[config.mk]
export PLATFORM = sky130hd
export DESIGN_NAME = ow_phy_scheduler
export DESIGN_NICKNAME = d
export VERILOG_FILES = /design/src/rtl/ow_pkg.sv /design/src/rtl/ow_rr_arbiter.sv /design/src/rtl/ow_phy_scheduler.sv
export SDC_FILE = /design/constraint.sdc
export NUM_CORES = 1
export LEC_CHECK = 0
export CAP_MARGIN = 10
export CORE_ASPECT_RATIO = 1.1
export CORE_MARGIN = 10
export CORE_UTILIZATION = 55
export CTS_BUF_LIST = sky130_fd_sc_hd__clkbuf_8
export CTS_CLUSTER_SIZE = 10
export DETAILED_ROUTE_END_ITERATION = 8
export PLACE_DENSITY_LB_ADDON = 0.12
export SLEW_MARGIN = 0
export SYNTH_ARGS = -nofsm -noshare
export SYNTH_HDL_FRONTEND = slang
export SYNTH_SLANG_ARGS = --single-unit
[constraint.sdc]
create_clock -name clk -period 4.8 [get_ports clk]
set_clock_uncertainty 0.2 [all_clocks]
set_input_delay 1.44 -clock clk [delete_from_list [all_inputs] [get_ports clk]]
set_output_delay 1.44 -clock clk [all_outputs]
set_load 0.02 [all_outputs]
[src/rtl/ow_pkg.sv]
// Shared One-Wire definitions: command encodings, scheduler states and header packing.
// Also imported by the APB-side register block.
package ow_pkg;

  localparam logic [3:0] OW_CMD_RESET = 4'h1;
  localparam logic [3:0] OW_CMD_WRITE = 4'h2;
  localparam logic [3:0] OW_CMD_READ  = 4'h3;

  typedef enum logic [2:0] {
    OW_IDLE,
    OW_HDR,
    OW_WDATA,
    OW_RSP,
    OW_DONE
  } ow_state_e;

  // A bus reset carries no length on the wire.
  function automatic logic [7:0] ow_hdr_pack(input logic [3:0] cmd, input logic [3:0] len);
    return (cmd == OW_CMD_RESET) ? {cmd, 4'h0} : {cmd, len};
  endfunction

  function automatic logic ow_cmd_legal(input logic [3:0] cmd);
    return (cmd == OW_CMD_RESET) || (cmd == OW_CMD_WRITE) || (cmd == OW_CMD_READ);
  endfunction

endpackage

[src/rtl/ow_rr_arbiter.sv]
// Round-robin arbiter: one-hot grant plus binary index, pointer moves past the
// winner on each advance strobe.
module ow_rr_arbiter #(
  parameter int N = 2,
  localparam int IW = (N > 1) ? $clog2(N) : 1
) (
  input  logic          clk,
  input  logic          rst,
  input  logic [N-1:0]  req,
  input  logic          advance,
  output logic [N-1:0]  grant,
  output logic [IW-1:0] index
);

  logic [IW-1:0]  ptr;
  logic [2*N-1:0] dbl;
  logic [N-1:0]   rot;
  logic [IW:0]    sum;
  logic           found;

  always_comb begin
    dbl   = {req, req} >> ptr;
    rot   = dbl[N-1:0];
    index = ptr;
    sum   = '0;
    found = 1'b0;
    for (int k = 0; k < N; k++) begin
      if (!found && rot[k]) begin
        found = 1'b1;
        sum   = {1'b0, ptr} + (IW+1)'(k);
        if (sum >= (IW+1)'(N)) sum = sum - (IW+1)'(N);
        index = sum[IW-1:0];
      end
    end
    grant = found ? (N'(1) << index) : '0;
  end

  always_ff @(posedge clk or posedge rst) begin
    if (rst) begin
      ptr <= '0;
    end else if (advance && found) begin
      ptr <= (index == IW'(N-1)) ? '0 : index + IW'(1);
    end
  end

endmodule

[src/rtl/ow_phy_scheduler.sv]
// Arbitrates requesters onto the One-Wire PHY, serialises header/data bytes and
// routes read-back bytes to the granted requester.
//
//  state    | meaning
//  ---------+--------------------------------------------------------------
//  OW_IDLE  | wait for a descriptor, latch grant/cmd/len
//  OW_HDR   | push {cmd,len} header once the PHY FIFO has room
//  OW_WDATA | push len write bytes, popping the requester FIFO alongside
//  OW_RSP   | forward read-back bytes, watch the per-byte timeout
//  OW_DONE  | req_done/req_err visible for the granted requester
module ow_phy_scheduler
  import ow_pkg::*;
#(
  parameter int NUM_REQ        = 2,
  parameter int TIMEOUT_CYCLES = 2000000
) (
  input  logic                 clk,
  input  logic                 rst,
  input  logic [NUM_REQ-1:0]   req_valid,
  input  logic [4*NUM_REQ-1:0] req_cmd,
  input  logic [4*NUM_REQ-1:0] req_len,
  input  logic [8*NUM_REQ-1:0] req_wdata,
  output logic [NUM_REQ-1:0]   req_wdata_rd,
  output logic [NUM_REQ-1:0]   req_done,
  output logic                 req_err,
  output logic [NUM_REQ-1:0]   rsp_valid,
  output logic [7:0]           rsp_data,
  input  logic                 phy_wr_full,
  output logic                 phy_wr_en,
  output logic [7:0]           phy_wr_data,
  input  logic                 phy_rd_en,
  input  logic [7:0]           phy_rd_data,
  output logic                 busy
);

  localparam int IW = $clog2(NUM_REQ);
  localparam int TW = $clog2(TIMEOUT_CYCLES);
  localparam logic [TW-1:0] T_LAST = TW'(TIMEOUT_CYCLES - 1);

  ow_state_e          state;
  logic [IW-1:0]      g;
  logic [NUM_REQ-1:0] g_oh;
  logic [3:0]         cmd, len, bcnt, rsp_last;
  logic [TW-1:0]      tcnt;

  logic [NUM_REQ-1:0] arb_grant;
  logic [IW-1:0]      arb_index;
  logic [3:0]         sel_cmd, sel_len;
  logic [7:0]         sel_wdata;
  logic               wr_slot, noop;

  ow_rr_arbiter #(.N(NUM_REQ)) u_arb (
    .clk     (clk),
    .rst     (rst),
    .req     (req_valid),
    .advance (state == OW_IDLE),
    .grant   (arb_grant),
    .index   (arb_index)
  );

  assign g_oh = {{(NUM_REQ-1){1'b0}}, 1'b1} << g;

  always_comb begin
    sel_cmd   = '0;
    sel_len   = '0;
    sel_wdata = '0;
    for (int k = 0; k < NUM_REQ; k++) begin
      if (arb_grant[k]) begin
        sel_cmd = req_cmd[4*k +: 4];
        sel_len = req_len[4*k +: 4];
      end
      if (g_oh[k]) sel_wdata = req_wdata[8*k +: 8];
    end
  end

  assign noop     = ((sel_cmd == OW_CMD_WRITE) || (sel_cmd == OW_CMD_READ)) && (sel_len == 4'd0);
  assign rsp_last = (cmd == OW_CMD_RESET) ? 4'd0 : len - 4'd1;

  // Push and pop are decoded from state so a first-word-fall-through source
  // can be drained one byte per cycle and a full FIFO is never written.
  assign wr_slot      = ((state == OW_HDR) || (state == OW_WDATA)) && !phy_wr_full;
  assign phy_wr_en    = wr_slot;
  assign phy_wr_data  = !wr_slot ? 8'h00 : (state == OW_HDR) ? ow_hdr_pack(cmd, len) : sel_wdata;
  assign req_wdata_rd = (wr_slot && (state == OW_WDATA)) ? g_oh : '0;
  assign busy         = (state != OW_IDLE);

  always_ff @(posedge clk or posedge rst) begin
    if (rst) begin
      state     <= OW_IDLE;
      g         <= '0;
      cmd       <= '0;
      len       <= '0;
      bcnt      <= '0;
      tcnt      <= '0;
      rsp_valid <= '0;
      rsp_data  <= '0;
      req_done  <= '0;
      req_err   <= 1'b0;
    end else begin
      rsp_valid <= '0;
      req_done  <= '0;
      req_err   <= 1'b0;
      case (state)
        OW_IDLE: begin
          if (|req_valid) begin
            g    <= arb_index;
            cmd  <= sel_cmd;
            len  <= sel_len;
            bcnt <= '0;
            tcnt <= '0;
            if (!ow_cmd_legal(sel_cmd)) begin
              state    <= OW_DONE;
              req_done <= arb_grant;
              req_err  <= 1'b1;
            end else if (noop) begin
              state    <= OW_DONE;
              req_done <= arb_grant;
            end else begin
              state <= OW_HDR;
            end
          end
        end
        OW_HDR: begin
          if (!phy_wr_full) state <= (cmd == OW_CMD_WRITE) ? OW_WDATA : OW_RSP;
        end
        OW_WDATA: begin
          if (!phy_wr_full) begin
            if (bcnt == len - 4'd1) begin
              state    <= OW_DONE;
              req_done <= g_oh;
            end else begin
              bcnt <= bcnt + 4'd1;
            end
          end
        end
        OW_RSP: begin
          // A byte landing on the timeout cycle wins over the timeout.
          if (phy_rd_en) begin
            rsp_valid <= g_oh;
            rsp_data  <= phy_rd_data;
            tcnt      <= '0;
            if (bcnt == rsp_last) begin
              state    <= OW_DONE;
              req_done <= g_oh;
            end else begin
              bcnt <= bcnt + 4'd1;
            end
          end else if (tcnt == T_LAST) begin
            state    <= OW_DONE;
            req_done <= g_oh;
            req_err  <= 1'b1;
          end else begin
            tcnt <= tcnt + TW'(1);
          end
        end
        OW_DONE: state <= OW_IDLE;
        default: state <= OW_IDLE;
      endcase
    end
  end

endmodule

==> impl_metrics.ini, run 1 <==
[run_status]
status = finished, final reports clean

[clock_network]
cts_tree = built
cts-root-buf = clkbuf_8
cts_buffers = 5
clk_pin_slew_ns = 0.10
h-tree-depth = 2
clkLatencyLatePin_ns = 0.31
cts_buffer_depth = 2
cts_setup_buffers = 0
clock_sinks = 51

[yosys]
synth_area_per_cell_um2 = 8.63
syn_area_mm2 = 0.00301
dominantRegCellSynth = dfrtp_1
ys_warn_count = 0
synth_edf_count = 0
synthMuxAreaShare_pct = 2.66
synth_top_family_by_area = simple AND/OR/NAND/NOR gates
synth_cells = 349
ys_seq_elements = 51
ys_async_sr_fraction_pct = 100
syn_nets = 398
synth_compound_area_share_pct = 18.8
synth_xor_xnor_area_share_pct = 4.86
synth_fa_ha_area_share_pct = 1.25
ys_seq_area_share_pct = 42.4
ys_types = 55
synth-simple-area-share_pct = 26.1

[drt]
dr.pass1.iters = 5
wl_um = 8090
drc = 0
route.vias.total = 2863
viasPerCell = 5.82
ant_nets = 0
routedWlPerCell_um = 16.5
drt_iter0_markers = 161

[power_and_ir_drop]
p_switching_uw = 784
p_int_uw = 1050
combPwrFrac_pct = 48.4
power.density_mw_per_mm2 = 473
total_power_uw = 1840
pwr-share-clk_pct = 14.5
leakage_uw = 0.00175
pwr-share-seq_pct = 37.1
swShare_pct = 42.6
vdd_ir_drop_max_mv = 0.334

[critical_path]
critPathLaunchType = primary input
critPathArrivalTime_ns = 3.12
criticalPathCategory = primary input to output port
cp_max_fo = 4
r2r_slack_ns = 2.20
end_kind = output port
cp.required_ns = 3.16

[floorplanning]
coreArea_mm2 = 0.00536
die_w_um = 90.5
initial_core_util_pct = 56.2
dieArea_mm2 = 0.00884
die_h_um = 97.6
num_rows = 28
io_pins = 71

[timing]
setup_violations = 0
worstMarginPinSlew_ns = 1.04
maxSlewViolCount = 0
fmax_mhz = 210
slew_headroom_pct = 30.5
fin_crit_sh_pct = 99.1
tns_ns = 0
period_needed_ns = 4.76
hold_violations = 0
rsz0062_at_grt = no
layout_setup_ws_ns = 0.0432

[finish]
layout_common_cells = 62 x clkdlybuf4s50_1, 51 x dfrtp_1, 48 x nand2_1
utilization_pct = 72.5
fillCellCount = 436
final_cells = 492
drive_gt1_share_pct = 5.52
num-nets-final = 465
final_common_cell = clkdlybuf4s50_1
antenna_cells = 0
area_growth_syn_to_layout_pct = 29.1

[placed_design]
gp_congestion = 0.870
port_buffers = 70
dp_slack_ns = -0.0305
placedCellCount = 484
dpl.hpwl_um = 6120

[global_routing]
grtUsageTotal_pct = 17.8
grt_pass1_wl_um = 13200
globalRoute.totalOverflow = 0
grt_pass1_vias = 2785
grt_antenna_before_repair = 0
grt_max_degree = 52

[hold_path]
hold_path.class = flop to flop

[job]
maxCapViolCount = 0
## logic make-up (layout without fill, tap and decap cells)
| family | after synthesis | after routing |
|---|---|---|
| and+or+nand+nor | 162 | 162 |
| AOI/OAI and AO/OA | 82 | 82 |
| DFF | 51 | 51 |
| buffers and inverters | 28 | 96 |
| xor gates and xnor gates | 15 | 15 |
| muxes | 8 | 8 |
| adders and majority gates | 3 | 3 |
## through the flow
step           hold slack, ns  area (um2)
6_report                0.292        3880
5_1_grt                 0.322        3880
4_1_cts                 0.291        3870
3_5_place_dp            0.266        3780
3_3_place_gp            0.259        3780
2_1_floorplan           0.277        3010
## synthesized netlist by cell type, types with 3 or more instances
cell type	number	area share, %
nor2b_1	3	0.62
nor4b_1	3	0.87
inv_1	11	1.4
xor2_1	10	2.9
a221oi_1	4	1.2
a211oi_1	4	1.0
mux2i_1	8	2.7
and3_1	8	1.7
nand2b_1	3	0.62
clkbuf_1	10	1.2
nand2_1	48	6.0
buf_2	3	0.50
nor2_1	43	5.4
nor3_1	6	1.0
xnor2_1	4	1.2
dfrtp_1	51	42
nand4_1	8	1.7
or3_1	11	2.3
nand3_1	16	2.7
a21oi_1	25	4.2
a32o_1	3	1.0
ha_1	3	1.2
and2_1	3	0.62
o21ai_0	17	2.8
a22o_1	3	0.87
## final cells by class
cell class                 count  area [um2]  area share, %
timing repair buffer          77         758           19.5
sequential                    51        1280           32.9
clock inverter                 2        16.3          0.419
inverter                      11        41.3           1.06
tap                           75        93.8           2.42
multi-input combinational    270        1620           41.6
clock buffer                   6        82.6           2.13
## critical path, stage by stage
cell and delay, ns:
clkdlybuf4s50_1 0.47, or3_1 0.43, nor2_1 0.13, clkdlybuf4s50_1 0.64
## registers in the layout, summed over array words and instances, names as in the netlist
| name | cells |
|---|---|
| rsp_data | 8 |
| u_arb.ptr | 1 |
| state | 3 |
| req_err | 1 |
| cmd | 4 |
| req_done | 2 |
| tcnt | 21 |
| len | 4 |
| rsp_valid | 2 |
| g | 1 |
| bcnt | 4 |
## power groups by stage
stage / registers (uW) / clock network [uW] / logic (uW)
detailed placement: 687 / 0 / 894
global route: 702 / 292 / 970
finish: 683 / 266 / 889
CTS: 678 / 271 / 894
floorplan: 653 / 0 / 611
global placement: 682 / 0 / 883
## layer usage
metal	wire length [um]	global-route usage, %
met3	440	4.64
met4	74	4.17
met5	0	0
met2	4250	31.3
met1	3330	20.9
## path summary, 6_finish.rpt
check	start	to	cells past startpoint
worst min-delay path	rsp_data[7]$_DFFE_PP0P_	rsp_data[7]$_DFFE_PP0P_	2
worst min register to register	rsp_data[7]$_DFFE_PP0P_	rsp_data[7]$_DFFE_PP0P_	2
worst max register to register	state[1]$_DFFE_PP0P_	tcnt[17]$_DFFE_PP0P_	5
max in group asynchronous	rst	len[0]$_DFFE_PP0P_	2
min in group asynchronous	rst	rsp_data[3]$_DFFE_PP0P_	2
worst max-delay path	phy_wr_full	req_wdata_rd[0]	4
## repair_timing
| action | in CTS | in global routing |
|---|---|---|
| hold buffers | 0 | 0 |
| hold endpoints to repair | 0 | 0 |
| gates resized for setup | 4 | 4 |
| endpoints found under the setup margin | 4 | 4 |
(Power assumes the default switching activity.)
==> inputs of run 2 (changes only) <==
SYNTH_HIERARCHICAL = 1   (was unset)
==> impl_metrics.ini, run 2 <==
[finish]
fillCellCount = 436
biggestRegsByFlops = tcnt x21, rsp_data x8
final_common_cell = clkdlybuf4s50_1
antenna_cells = 0
stdcell_area_mm2 = 0.00395
area_growth_syn_to_layout_pct = 28.9
num-nets-final = 452
largest_reg_flops = 21
drive_gt1_share_pct = 10.9
layout_common_cells = 64 x clkdlybuf4s50_1, 51 x dfrtp_1, 41 x nor2_1
regMostFlops = tcnt

[yosys]
synth.most_common_cell = dfrtp_1
ys_seq_elements = 51
synth_top_area_share_pct = 41.6
ys_warn_count = 6
synthTopCellsByArea = dfrtp_1 42%, nor2_1 5.0%, mux2_2 4.4%
synth_area_per_cell_um2 = 9.21
syn_nets = 382
yosysTopAreaCell = dfrtp_1
dominantRegCellSynth = dfrtp_1
syn_area_mm2 = 0.00307
ys_async_sr_fraction_pct = 100
ys_types = 58
synth_cells = 333
synth_edf_count = 0
netlist_top_cells_count = 51 x dfrtp_1, 41 x nor2_1, 30 x nand2_1
ys_seq_area_share_pct = 41.6

[timing]
maxSlewViolCount = 0
worstMarginPinSlew_ns = 1.02
fin_crit_sh_pct = 97.6
slew_headroom_pct = 31.7
holdWs_ns = 0.312
setup_violations = 0
rsz0062_at_grt = no
period_needed_ns = 4.68
fmax_mhz = 214
hold_violations = 0

[placed_design]
dpl.hpwl_um = 6310
place_area_mm2 = 0.00387
gp_congestion = 0.870
port_buffers = 70

[global_routing]
grt_max_degree = 51
grtUsageTotal_pct = 18.6
grt_pass1_vias = 2729
grt_antenna_before_repair = 0
globalRoute.totalOverflow = 0
grt_pass1_wl_um = 13900

[floorplanning]
die_h_um = 98.3
coreArea_mm2 = 0.00540
dieArea_mm2 = 0.00896
die_w_um = 91.2
num_rows = 28
initial_core_util_pct = 56.8
io_pins = 71

[hold_path]
hold_depth = 1
hp-start = rsp_data[6]$_DFFE_PP0P_
hold_path.class = flop to flop
whs_endpoint = rsp_data[6]$_DFFE_PP0P_

[critical_path]
r2r-start = tcnt[0]$_DFFE_PP0P_
critPathLaunchType = primary input
r2r_slack_ns = 1.91
worstReg2RegEnd = tcnt[15]$_DFFE_PP0P_
cp.required_ns = 3.16
cp_max_fo = 9
critPathArrivalTime_ns = 3.04
end_kind = output port
criticalPathCategory = primary input to output port
rr_worst_depth = 8

[drt]
ant_nets = 0
drt_iter0_markers = 220
drc = 0
viasPerCell = 5.81
routedWlPerCell_um = 17.2
dr.pass1.iters = 4
route.vias.total = 2779
wl_um = 8240

[clock_network]
cts_setup_buffers = 0
cts_buffers = 5
clkLatencyLatePin_ns = 0.31
h-tree-depth = 2
cts-root-buf = clkbuf_8
cts_buffer_depth = 2
clk_pin_slew_ns = 0.09
cts_tree = built
clock_sinks = 51
hold_buffers = 0

[power_and_ir_drop]
power.density_mw_per_mm2 = 529
leakage_uw = 0.00173
vdd_ir_drop_max_mv = 0.336

[run_status]
status = finished, final reports clean

[job]
maxCapViolCount = 0
[run 2: changes by cell type after synthesis, moves of 9 or more]
cell	before	now
o211ai_1	2	11
mux2_2	0	12
a21oi_1	25	12
nand2_1	48	30
[run 2: metrics by stage]
stage / power, uW / std cells / TNS [ns] / util, % / worst slack (ns)
6_report: 2090 / 478 / 0 / 73.2 / 0.116
5_1_grt: 2250 / 478 / 0 / 73.2 / 0.0233
4_1_cts: 2100 / 478 / 0 / 73.1 / 0.00553
3_5_place_dp: 1860 / 471 / -0.429 / 71.7 / -0.132
3_3_place_gp: 1830 / 471 / -0.243 / 71.7 / -0.0626
2_1_floorplan: 1450 / 333 / 0 / - / 0.648
[run 2: report_power, final]
part / total, uW / internal (uW) / switching [uW]
sequential: 690 / 544 / 146
combinational: 1160 / 519 / 636
clock: 246 / 100 / 145
total: 2090 / 1160 / 927
[run 2: final cells by class]
cell class | instances | area (um2) | share of cell area [%]
multi-input cells | 249 | 1670 | 42.3
well taps | 75 | 93.8 | 2.38
repair buffers | 79 | 764 | 19.4
inverters | 17 | 63.8 | 1.62
flip-flops and latches | 51 | 1280 | 32.3
clock buffers | 5 | 68.8 | 1.74
clock inverters | 2 | 13.8 | 0.348
[run 2: layer usage]
| metal | GRT usage, % | part of all wire, % | vias up |
|---|---|---|---|
| met5 | 0 | 0 | - |
| met4 | 7.00 | 1.9 | 0 |
| met3 | 3.37 | 4.9 | 10 |
| met2 | 32.6 | 50 | 75 |
| met1 | 22.1 | 43 | 1327 |
| li1 | - | - | 1367 |
[run 2: kinds of logic (layout without fill, tap and decap cells)]
logic type | Yosys count | count (layout) | synth area share, %
AO/OA/AOI/OAI | 84 | 84 | 20.3
XOR/XNOR | 19 | 19 | 5.43
adder cells (fa/ha/maj) | 4 | 4 | 1.59
buffers and inverters | 33 | 103 | 4.08
flip-flops | 51 | 51 | 41.6
multiplexers | 17 | 17 | 6.04
AND/OR/NAND/NOR | 125 | 125 | 20.9
[run 2: worst max-delay path: stages]
cell and delay, ns:
clkdlybuf4s50_1 0.43, or3_4 0.45, nor2_1 0.12, clkdlybuf4s50_1 0.61
[run 2: repair_timing]
| item | in CTS | in global routing |
|---|---|---|
| pin swaps | 0 | 0 |
| gates resized for setup | 5 | 2 |
| endpoints found under the setup margin | 5 | 5 |
[run 2: worst max-delay path by stage]
stage                     end  slack, ns  depth (start not counted)   startpoint
3_5_place_dp   phy_wr_data[4]      -0.13                          4  phy_wr_full
3_3_place_gp   phy_wr_data[4]      -0.06                          4  phy_wr_full
5_1_grt        phy_wr_data[2]       0.02                          4  phy_wr_full
4_1_cts        phy_wr_data[2]      0.006                          4  phy_wr_full
6_report       phy_wr_data[2]       0.12                          4  phy_wr_full
2_1_floorplan  phy_wr_data[4]       0.65                          3  phy_wr_full
==> inputs of run 3 (changes only) <==
CTS_CLUSTER_DIAMETER = 30   (was unset)
==> results of run 3 <==
Final layout, timing and power as in run 2 (identical DEF).
